### config.mk
export PLATFORM = sky130hd
export DESIGN_NAME = vga_sync
export DESIGN_NICKNAME = d
export VERILOG_FILES = /design/src/rtl/vga_pkg.sv /design/src/rtl/vga_axis_cnt.sv /design/src/rtl/vga_sync.sv
export SDC_FILE = /design/constraint.sdc
export NUM_CORES = 1
export LEC_CHECK = 0
export CELL_PAD_IN_SITES_DETAIL_PLACEMENT = 1
export CELL_PAD_IN_SITES_GLOBAL_PLACEMENT = 1
export CORE_UTILIZATION = 35
export DETAILED_ROUTE_END_ITERATION = 6
export PLACE_DENSITY = 0.84
export SLEW_MARGIN = 20
export SYNTH_ARGS = -nofsm -noshare
export SYNTH_HDL_FRONTEND = slang
export SYNTH_SLANG_ARGS = --single-unit
### constraint.sdc
create_clock -name clk -period 2.4 [get_ports clk]
set_clock_uncertainty 0.1 [all_clocks]
set_input_delay 0.36 -clock clk [delete_from_list [all_inputs] [get_ports clk]]
set_output_delay 0.36 -clock clk [all_outputs]
set_load 0.01 [all_outputs]
### src/rtl/vga_pkg.sv
// Shared VGA 640x480@60 timing constants, for the sync generator and for
// pixel generators that need to know the frame geometry.
package vga_pkg;
  // Counter width; totals up to 1024 fit.
  localparam int CNT_W = 10;

  localparam int VGA_H_VIS  = 640;
  localparam int VGA_H_FP   = 16;
  localparam int VGA_H_SYNC = 96;
  localparam int VGA_H_BP   = 48;
  localparam int VGA_V_VIS  = 480;
  localparam int VGA_V_FP   = 10;
  localparam int VGA_V_SYNC = 2;
  localparam int VGA_V_BP   = 33;

  localparam int VGA_H_TOT = VGA_H_VIS + VGA_H_FP + VGA_H_SYNC + VGA_H_BP;
  localparam int VGA_V_TOT = VGA_V_VIS + VGA_V_FP + VGA_V_SYNC + VGA_V_BP;
endpackage

### src/rtl/vga_axis_cnt.sv
// One timing axis (horizontal or vertical): a wrapping position counter
// plus sync and visible flags registered together with the count, so the
// flags always describe the count currently on o_count.
module vga_axis_cnt
  import vga_pkg::*;
#(
  parameter int TOTAL      = 800,
  parameter int SYNC_START = 656,  // first position with sync low
  parameter int SYNC_END   = 752,  // first position after the sync pulse
  parameter int VIS        = 640
) (
  input  logic             clk,
  input  logic             rst,
  input  logic             i_en,
  output logic [CNT_W-1:0] o_count,
  output logic             o_wrap,    // count sits on its last position
  output logic             o_sync_n,
  output logic             o_vis
);
  localparam logic [CNT_W-1:0] LAST = CNT_W'(TOTAL - 1);
  localparam logic [CNT_W-1:0] SS   = CNT_W'(SYNC_START);
  localparam logic [CNT_W-1:0] SE   = CNT_W'(SYNC_END);
  localparam logic [CNT_W-1:0] VL   = CNT_W'(VIS);

  logic [CNT_W-1:0] r_count;
  logic [CNT_W-1:0] w_next;
  logic             r_sync_n;
  logic             r_vis;

  // Next position: wrap from the last position back to 0.
  always_comb begin
    w_next = (r_count == LAST) ? '0 : r_count + CNT_W'(1);
  end

  // Advance count and decode flags from the position being entered.
  always_ff @(posedge clk) begin
    if (rst) begin
      r_count  <= '0;
      r_sync_n <= 1'b1;
      r_vis    <= 1'b1;
    end else if (i_en) begin
      r_count  <= w_next;
      r_sync_n <= !((w_next >= SS) && (w_next < SE));
      r_vis    <= (w_next < VL);
    end
  end

  assign o_count  = r_count;
  assign o_wrap   = (r_count == LAST);
  assign o_sync_n = r_sync_n;
  assign o_vis    = r_vis;
endmodule

### src/rtl/vga_sync.sv
// VGA sync generator: x/y raster position, active-low hsync/vsync,
// video_on and a one-clk frame_start pulse, all advancing on pix_en.
// Define VGA_SYNC_FRAME_CNT_EN to add a 16-bit wrapping frame counter.
module vga_sync
  import vga_pkg::*;
#(
  parameter int H_VIS  = VGA_H_VIS,
  parameter int H_FP   = VGA_H_FP,
  parameter int H_SYNC = VGA_H_SYNC,
  parameter int H_BP   = VGA_H_BP,
  parameter int V_VIS  = VGA_V_VIS,
  parameter int V_FP   = VGA_V_FP,
  parameter int V_SYNC = VGA_V_SYNC,
  parameter int V_BP   = VGA_V_BP
) (
  input  logic             clk,
  input  logic             rst,
  input  logic             pix_en,
  output logic             hsync,
  output logic             vsync,
  output logic             video_on,
  output logic [CNT_W-1:0] x,
  output logic [CNT_W-1:0] y,
  output logic             frame_start
`ifdef VGA_SYNC_FRAME_CNT_EN
  ,
  output logic [15:0]      frame_cnt
`endif
);
  localparam int H_TOT = H_VIS + H_FP + H_SYNC + H_BP;
  localparam int V_TOT = V_VIS + V_FP + V_SYNC + V_BP;

  logic w_h_wrap, w_v_wrap, w_h_vis, w_v_vis, w_v_en, w_frame_end;
  logic r_frame_start;

  // Vertical axis steps only when the line wraps.
  assign w_v_en      = pix_en & w_h_wrap;
  assign w_frame_end = w_v_en & w_v_wrap;

  vga_axis_cnt #(
    .TOTAL(H_TOT), .SYNC_START(H_VIS + H_FP),
    .SYNC_END(H_VIS + H_FP + H_SYNC), .VIS(H_VIS)
  ) u_h (
    .clk(clk), .rst(rst), .i_en(pix_en), .o_count(x),
    .o_wrap(w_h_wrap), .o_sync_n(hsync), .o_vis(w_h_vis)
  );

  vga_axis_cnt #(
    .TOTAL(V_TOT), .SYNC_START(V_VIS + V_FP),
    .SYNC_END(V_VIS + V_FP + V_SYNC), .VIS(V_VIS)
  ) u_v (
    .clk(clk), .rst(rst), .i_en(w_v_en), .o_count(y),
    .o_wrap(w_v_wrap), .o_sync_n(vsync), .o_vis(w_v_vis)
  );

  // Both flags are registered alongside x/y, so the AND has zero latency.
  assign video_on = w_h_vis & w_v_vis;

  // Pulse on the edge entering (0,0) from the last position of the frame.
  always_ff @(posedge clk) begin
    if (rst) r_frame_start <= 1'b0;
    else     r_frame_start <= w_frame_end;
  end

  assign frame_start = r_frame_start;

`ifdef VGA_SYNC_FRAME_CNT_EN
  logic [15:0] r_frame_cnt;

  // Count completed frames on the same edge frame_start asserts.
  always_ff @(posedge clk) begin
    if (rst)              r_frame_cnt <= '0;
    else if (w_frame_end) r_frame_cnt <= r_frame_cnt + 16'd1;
  end

  assign frame_cnt = r_frame_cnt;
`endif
endmodule

======== After elaboration in Yosys (flattened, before gate mapping) ========
Index checks and enable logic that the tools add are counted.
storage, ports and cells
  flip-flop bits (word level) ............. 25
  output and inout bits ................... 24
  logic and storage cells ................. 26
cells by class
  $add $sub $neg .......................... 2
  magnitude comparators ................... 6
  equality and inequality tests ........... 2
  multiplexer cells ....................... 2
  bitwise operators ....................... 3
  reductions and logical operators ........ 4
operator list
  cell                     number
  $add A10 B1 Y10 const B  2
  $eq A10 B10 Y1 const B   2
  $lt A10 B10 Y1 const B   2
  $lt A10 B9 Y1 const B    2
  $mux W10                 2
  $ge A10 B10 Y1 const B   1
  $ge A10 B9 Y1 const B    1
  $and A1 B1 Y1            3
  $logic_and A1 B1 Y1      2
  $logic_not A1 Y1         2

======== Longest topological paths before layout ========
  depth in word-level cells ............... 5
  mapped depth ............................ 7

======== By module ========
From an unflattened synthesis, not the netlist that was laid out.
second synthesis, totals
  cells, all modules ...................... 181
  area total of the unflattened synthesis .. 1,550.2 µm²
by module, submodules not included
  module              times used  cells each  area each (µm²)  seq. area each (µm²)
  vga_axis_cnt (u_v)  1           88          759.5            240.2
  vga_axis_cnt (u_h)  1           89          748.2            240.2
  vga_sync            1           4           42.5             20.0

======== Least setup slack after synthesis ========
Ideal clock, no wire load.
  path kind ............................... register to register
  start ................................... reg u_h.r_count[0] (netlist: u_h.o_count[0])
  end ..................................... reg u_h.r_vis (netlist: u_h.o_vis)
  library setup time ...................... 0.120 ns
  data arrival time ....................... 1.783 ns
  required time ........................... 2.180 ns
  path slack .............................. 0.397 ns
  stages on the path, launching flop included .. 7
  path buffers ............................ 0
  clock period less this slack ............ 2.003 ns
  cell sequence ........................... dfxtp_1 -> ha_1 -> nand4_1 -> or3_1 -> nand3_1 -> nor2_1 -> o31a_1
on the way
  longest elaborated chain between the ends .. 3
  elaborated cells between the ends (all ways) .. 4
  those cells by class .................... add/sub: 1; order compare: 1; eq/ne: 1; mux: 1
ends and longest elaborated chain
  item                                               line                RTL
  from (decl)                                        vga_axis_cnt.sv:25  logic [CNT_W-1:0] r_count;
  from (signal assigned)                             vga_axis_cnt.sv:42  r_count <= w_next;
  $add A10 B1 Y10 or $eq A10 B10 Y1 (tied branches)  vga_axis_cnt.sv:32  w_next = (r_count == LAST) ? '0 : r_count + CNT_W'(1);
  $mux W10 (*)                                       vga_axis_cnt.sv:32
  $lt A10 B10 Y1 (*)                                 vga_axis_cnt.sv:44  r_vis <= (w_next < VL);
  to (signal assigned)                               vga_axis_cnt.sv:44
  to (decl)                                          vga_axis_cnt.sv:28  logic r_vis;
Mark *: on every way between the ends. The rest lies on a longest branch, timed or not.
A chain may end at the register's enable or synchronous reset.

======== Worst setup path after layout ========
  start ................................... reg u_h.r_count[5] (netlist: u_h.o_count[5])
  end ..................................... reg u_v.r_sync_n (netlist: u_v.o_sync_n)
on the way
  longest elaborated chain between the ends .. 2
ends and longest elaborated chain
  item                  line                RTL
  $eq A10 B10 Y1        vga_axis_cnt.sv:49  assign o_wrap = (r_count == LAST);
  $and A1 B1 Y1         vga_sync.sv:37      assign w_v_en = pix_en & w_h_wrap;
  to (signal assigned)  vga_axis_cnt.sv:43  r_sync_n <= !((w_next >= SS) && (w_next < SE));
  to (decl)             vga_axis_cnt.sv:27  logic r_sync_n;
No other way between the ends.

==> run_summary.xml <==
<?xml version="1.0" encoding="UTF-8"?>
<metrics>
  <group name="clock_tree">
    <metric name="ctsHtreeMaxLevel" unit="">1</metric>
    <metric name="post_cts_hold_buffer_count" unit="">0</metric>
    <metric name="worst_setup_hold_path_clk_slew" unit="ps">90</metric>
    <metric name="clk_latency" unit="ps">270</metric>
    <metric name="postCtsResizedCells" unit="">0</metric>
    <metric name="tritoncts" unit="">done</metric>
    <metric name="cts.repair_timing.setup_buffer_count" unit="">0</metric>
    <metric name="numClockSinks" unit="">25</metric>
    <metric name="cts.path.max_buffers" unit="">2</metric>
    <metric name="clock_tree.root_cell" unit="">sky130_fd_sc_hd__clkbuf_8</metric>
    <metric name="number_of_clock_buffers_inserted_by_tritoncts" unit="">3</metric>
  </group>
  <group name="timing">
    <metric name="maxSlewHeadroom" unit="%">67.9</metric>
    <metric name="timing.final.hold_violations" unit="">0</metric>
    <metric name="finalWorstPathRequiredPeriod" unit="ps">2070</metric>
    <metric name="timing.final.max_slew_violations" unit="">0</metric>
    <metric name="summed_negative_setup_slack_over_all_endpoints" unit="ps">0</metric>
    <metric name="fin_worst_hold_slack" unit="ps">379</metric>
    <metric name="rsz0062_at_grt" unit="">false</metric>
    <metric name="fin_crit_sh" unit="%">86.4</metric>
    <metric name="achievable-frequency" unit="GHz">0.482</metric>
    <metric name="timing.final.setup_violations" unit="">0</metric>
    <metric name="timing_worst_slew_pin_value" unit="ps">481</metric>
  </group>
  <group name="synthesis">
    <metric name="synth_compound_gate_area_share" unit="%">14.7</metric>
    <metric name="ys_top_cells_by_area" unit="">sky130_fd_sc_hd__dfxtp_1 33%, sky130_fd_sc_hd__nor2_1 4.6%, sky130_fd_sc_hd__xor2_1 4.0%, sky130_fd_sc_hd__a21oi_1 3.6%, sky130_fd_sc_hd__ha_1 3.3%</metric>
    <metric name="synth_area_leader_cell" unit="">sky130_fd_sc_hd__dfxtp_1</metric>
    <metric name="post-synth-top-area-fraction" unit="%">32.6</metric>
    <metric name="ys_seq_area_share" unit="%">32.6</metric>
    <metric name="yosys_warnings" unit="">0</metric>
    <metric name="synth_fp_nets" unit="">186</metric>
    <metric name="synth_async_sr_flop_share" unit="%">0</metric>
    <metric name="synth.mux.area_fraction" unit="%">1.95</metric>
    <metric name="post_synth.cell_area_avg" unit="um2">8.58</metric>
    <metric name="synth_flop_cell" unit="">sky130_fd_sc_hd__dfxtp_1</metric>
    <metric name="ys_ff_latch" unit="">25</metric>
    <metric name="synth.top_cells.by_count" unit="">25 x sky130_fd_sc_hd__dfxtp_1, 19 x sky130_fd_sc_hd__nor2_1, 11 x sky130_fd_sc_hd__a21oi_1, 11 x sky130_fd_sc_hd__nand2_1, 10 x sky130_fd_sc_hd__nand3_1</metric>
    <metric name="synth_top_family_by_area" unit="">simple AND/OR/NAND/NOR gates</metric>
    <metric name="synth_fa_ha_area_share" unit="%">3.26</metric>
    <metric name="synthSimpleGateAreaFrac" unit="%">31.0</metric>
    <metric name="synth_enable_flop_cells" unit="">0</metric>
    <metric name="postSynthCellCount" unit="">179</metric>
    <metric name="synthMostInstantiatedCell" unit="">sky130_fd_sc_hd__dfxtp_1</metric>
    <metric name="post_synth_xor_area_fraction" unit="%">7.33</metric>
    <metric name="syn_area" unit="um2">1540</metric>
    <metric name="yosys.cell_types.count" unit="">53</metric>
  </group>
  <group name="critical_path">
    <metric name="critical_path_required" unit="ps">2450</metric>
    <metric name="worst-setup-path-type" unit="">flop to flop</metric>
    <metric name="r2r_cells" unit="">5</metric>
    <metric name="worstPathMaxFanout" unit="">13</metric>
    <metric name="startpoint" unit="">u_h.o_count[5]$_SDFFE_PP0P_</metric>
    <metric name="arrival" unit="ps">2130</metric>
    <metric name="critPathBufInv" unit="">0</metric>
    <metric name="element_type_at_the_critical_path_start" unit="">flop</metric>
    <metric name="worst_path_largest_cell_delay" unit="ps">540</metric>
    <metric name="timing.critical_path.slowest_stage_cell" unit="">sky130_fd_sc_hd__nor4b_2</metric>
    <metric name="crit_chain" unit="">nor4b_2 &gt; and4_4 &gt; nand2b_1 &gt; nor4_1 &gt; a31oi_1</metric>
    <metric name="timing.critical_path.max_delay_family" unit="">simple AND/OR/NAND/NOR gates</metric>
    <metric name="crit_path_end_kind" unit="">flop</metric>
    <metric name="reg2reg_from" unit="">u_h.o_count[5]$_SDFFE_PP0P_</metric>
    <metric name="path_depth" unit="">5</metric>
  </group>
  <group name="pwr">
    <metric name="p_int" unit="uW">559</metric>
    <metric name="p_per_area" unit="nW/um2">395</metric>
    <metric name="comb_power_share" unit="%">6.6</metric>
    <metric name="power_frac_seq" unit="%">58.2</metric>
    <metric name="vdd.ir_drop.worst" unit="mV">0.198</metric>
    <metric name="power.share.switching" unit="%">22.7</metric>
    <metric name="p_leak" unit="nW">0.593</metric>
    <metric name="clockPowerShare" unit="%">35.2</metric>
    <metric name="net_switching_power_figure" unit="uW">164</metric>
  </group>
  <group name="detailed_routing">
    <metric name="detail_route.first_pass.iterations" unit="">4</metric>
    <metric name="detail_route.wirelength" unit="um">3790</metric>
    <metric name="routedWlPerCell" unit="um">15.0</metric>
    <metric name="post_drt_via_cell_ratio" unit="">5.59</metric>
    <metric name="drc_errors" unit="">0</metric>
    <metric name="route.antenna.remaining_nets" unit="">0</metric>
    <metric name="drt-initial-drc-count" unit="">68</metric>
    <metric name="route.vias.total" unit="">1415</metric>
  </group>
  <group name="worst_hold_path">
    <metric name="hp-start" unit="">u_v.o_vis$_SDFFE_PP1P_</metric>
    <metric name="worst_hold_path_type" unit="">flop to flop</metric>
    <metric name="hold_path_depth" unit="">2</metric>
  </group>
  <group name="global_routing">
    <metric name="global_router_s_overall_resource_usage" unit="%">18.4</metric>
    <metric name="grt_overflow" unit="">0</metric>
    <metric name="number_of_global_route_vias_before_repair" unit="">1342</metric>
    <metric name="antenna_found_initial" unit="">0</metric>
    <metric name="maximum_number_of_pins_on_one_net_before_global_route_repair" unit="">24</metric>
    <metric name="grt_pass1_wl" unit="um">6380</metric>
  </group>
  <group name="job">
    <metric name="drv_cap" unit="">0</metric>
  </group>
  <group name="floorplan">
    <metric name="placementRows" unit="">23</metric>
    <metric name="die_w" unit="um">68.3</metric>
    <metric name="core" unit="um2">4120</metric>
    <metric name="start_util" unit="%">37.3</metric>
    <metric name="die_height" unit="um">68.3</metric>
    <metric name="num_io_pins" unit="">27</metric>
    <metric name="total_die_area" unit="um2">4660</metric>
  </group>
  <group name="layout">
    <metric name="fin_area" unit="um2">1830</metric>
    <metric name="nNetsFinal" unit="">211</metric>
    <metric name="flow.area_growth_from_synthesis" unit="%">19.0</metric>
    <metric name="inserted_diodes" unit="">0</metric>
    <metric name="drive_above_1_share" unit="%">10.3</metric>
    <metric name="final_core_utilization" unit="%">44.4</metric>
  </group>
  <group name="place">
    <metric name="finalWeightedCongestion" unit="">0.836</metric>
    <metric name="port_buffers" unit="">26</metric>
    <metric name="dp.final_hpwl" unit="um">2770</metric>
    <metric name="postPlaceCellArea" unit="um2">1780</metric>
  </group>
  <group name="outcome">
    <metric name="result_of_the_run" unit="">complete, no violations</metric>
  </group>
</metrics>
==> kinds of logic after synthesis <==
family / Yosys count
AND/OR/NAND/NOR: 82
AO/OA/AOI/OAI: 36
flip-flops: 25
buffers and inverters: 17
XOR/XNOR: 12
adder cells (fa/ha/maj): 4
multiplexers: 3
==> flip-flops by register name, indices dropped and copies added (netlist names) <==
| signal | count |
|---|---|
| u_h.o_sync_n | 1 |
| frame_start | 1 |
| u_v.o_count | 10 |
| u_v.o_sync_n | 1 |
| u_h.o_count | 10 |
| u_v.o_vis | 1 |
| u_h.o_vis | 1 |
==> power groups by stage <==
stage | clock network [mW] | registers, mW | logic, mW
2_1_floorplan | 0 | 0.435 | 0.0196
3_3_place_gp | 0 | 0.430 | 0.0465
3_5_place_dp | 0 | 0.431 | 0.0482
4_1_cts | 0.266 | 0.421 | 0.0483
5_1_grt | 0.280 | 0.422 | 0.0516
6_report | 0.255 | 0.421 | 0.0475
==> layout by cell type, fill, tap and decap left out, drive strengths merged, types with 2 or more instances in the layout <==
cell / synthesis / final
nor3b: 2 / 2
clkbuf: 4 / 4
mux2i: 3 / 3
nand4: 6 / 6
and2: 2 / 2
nand2b: 2 / 2
nor4b: 2 / 2
o31a: 2 / 2
or3: 2 / 2
nand2: 12 / 12
nand3: 10 / 10
and3: 2 / 2
a21oi: 11 / 11
buf: 7 / 6
nand3b: 2 / 2
o21ai: 8 / 8
a31oi: 3 / 3
xor2: 7 / 7
nor2: 19 / 19
a211oi: 2 / 2
dfxtp: 25 / 25
inv: 5 / 5
o31ai: 2 / 2
or4: 2 / 2
nor4: 3 / 3
and4: 3 / 3
xnor2: 5 / 5
clkdlybuf4s50: 0 / 26
nor3: 10 / 10
ha: 4 / 4
==> metrics by stage <==
step | power, mW | cells | worst slack [ps]
finish | 0.723 | 253 | 327
global route | 0.753 | 253 | 131
CTS | 0.735 | 253 | 324
detailed placement | 0.479 | 249 | 283
global placement | 0.477 | 249 | 319
floorplan | 0.455 | 179 | 397
==> path summary, 6_finish.rpt <==
path                            slack, ps                        end
worst max-delay path                  330  u_v.o_sync_n$_SDFFE_PP1P_
worst min-delay path                  380     u_v.o_vis$_SDFFE_PP1P_
worst max register to register        330  u_v.o_sync_n$_SDFFE_PP1P_
worst min register to register        380     u_v.o_vis$_SDFFE_PP1P_
==> tightest hold or removal path: cells and delay by family (launching register included) <==
| kind | cells | cell delay (ps) |
|---|---|---|
| DFF | 1 | 340 |
| AOI/OAI and AO/OA | 2 | 120 |
==> area by class of cell <==
cell class                      count  area (um2)
Clock buffer                        4        45.0
Inverter                            5        18.8
Timing Repair Buffer               32         305
Multi-Input combinational cell    137         896
Fill cell                         506        2290
Sequential cell                    25         500
Tap cell                           50        62.6
==> per-layer routing <==
metal / global-route usage, % / vias to the layer above / part of all wire [%]
met2: 28.8 / 24 / 46
met5: 0 / - / 0
met1: 25.0 / 690 / 50
li1: - / 694 / -
met4: 8.85 / 0 / 2.2
met3: 1.67 / 7 / 1.8
(Power assumes the default switching activity.)
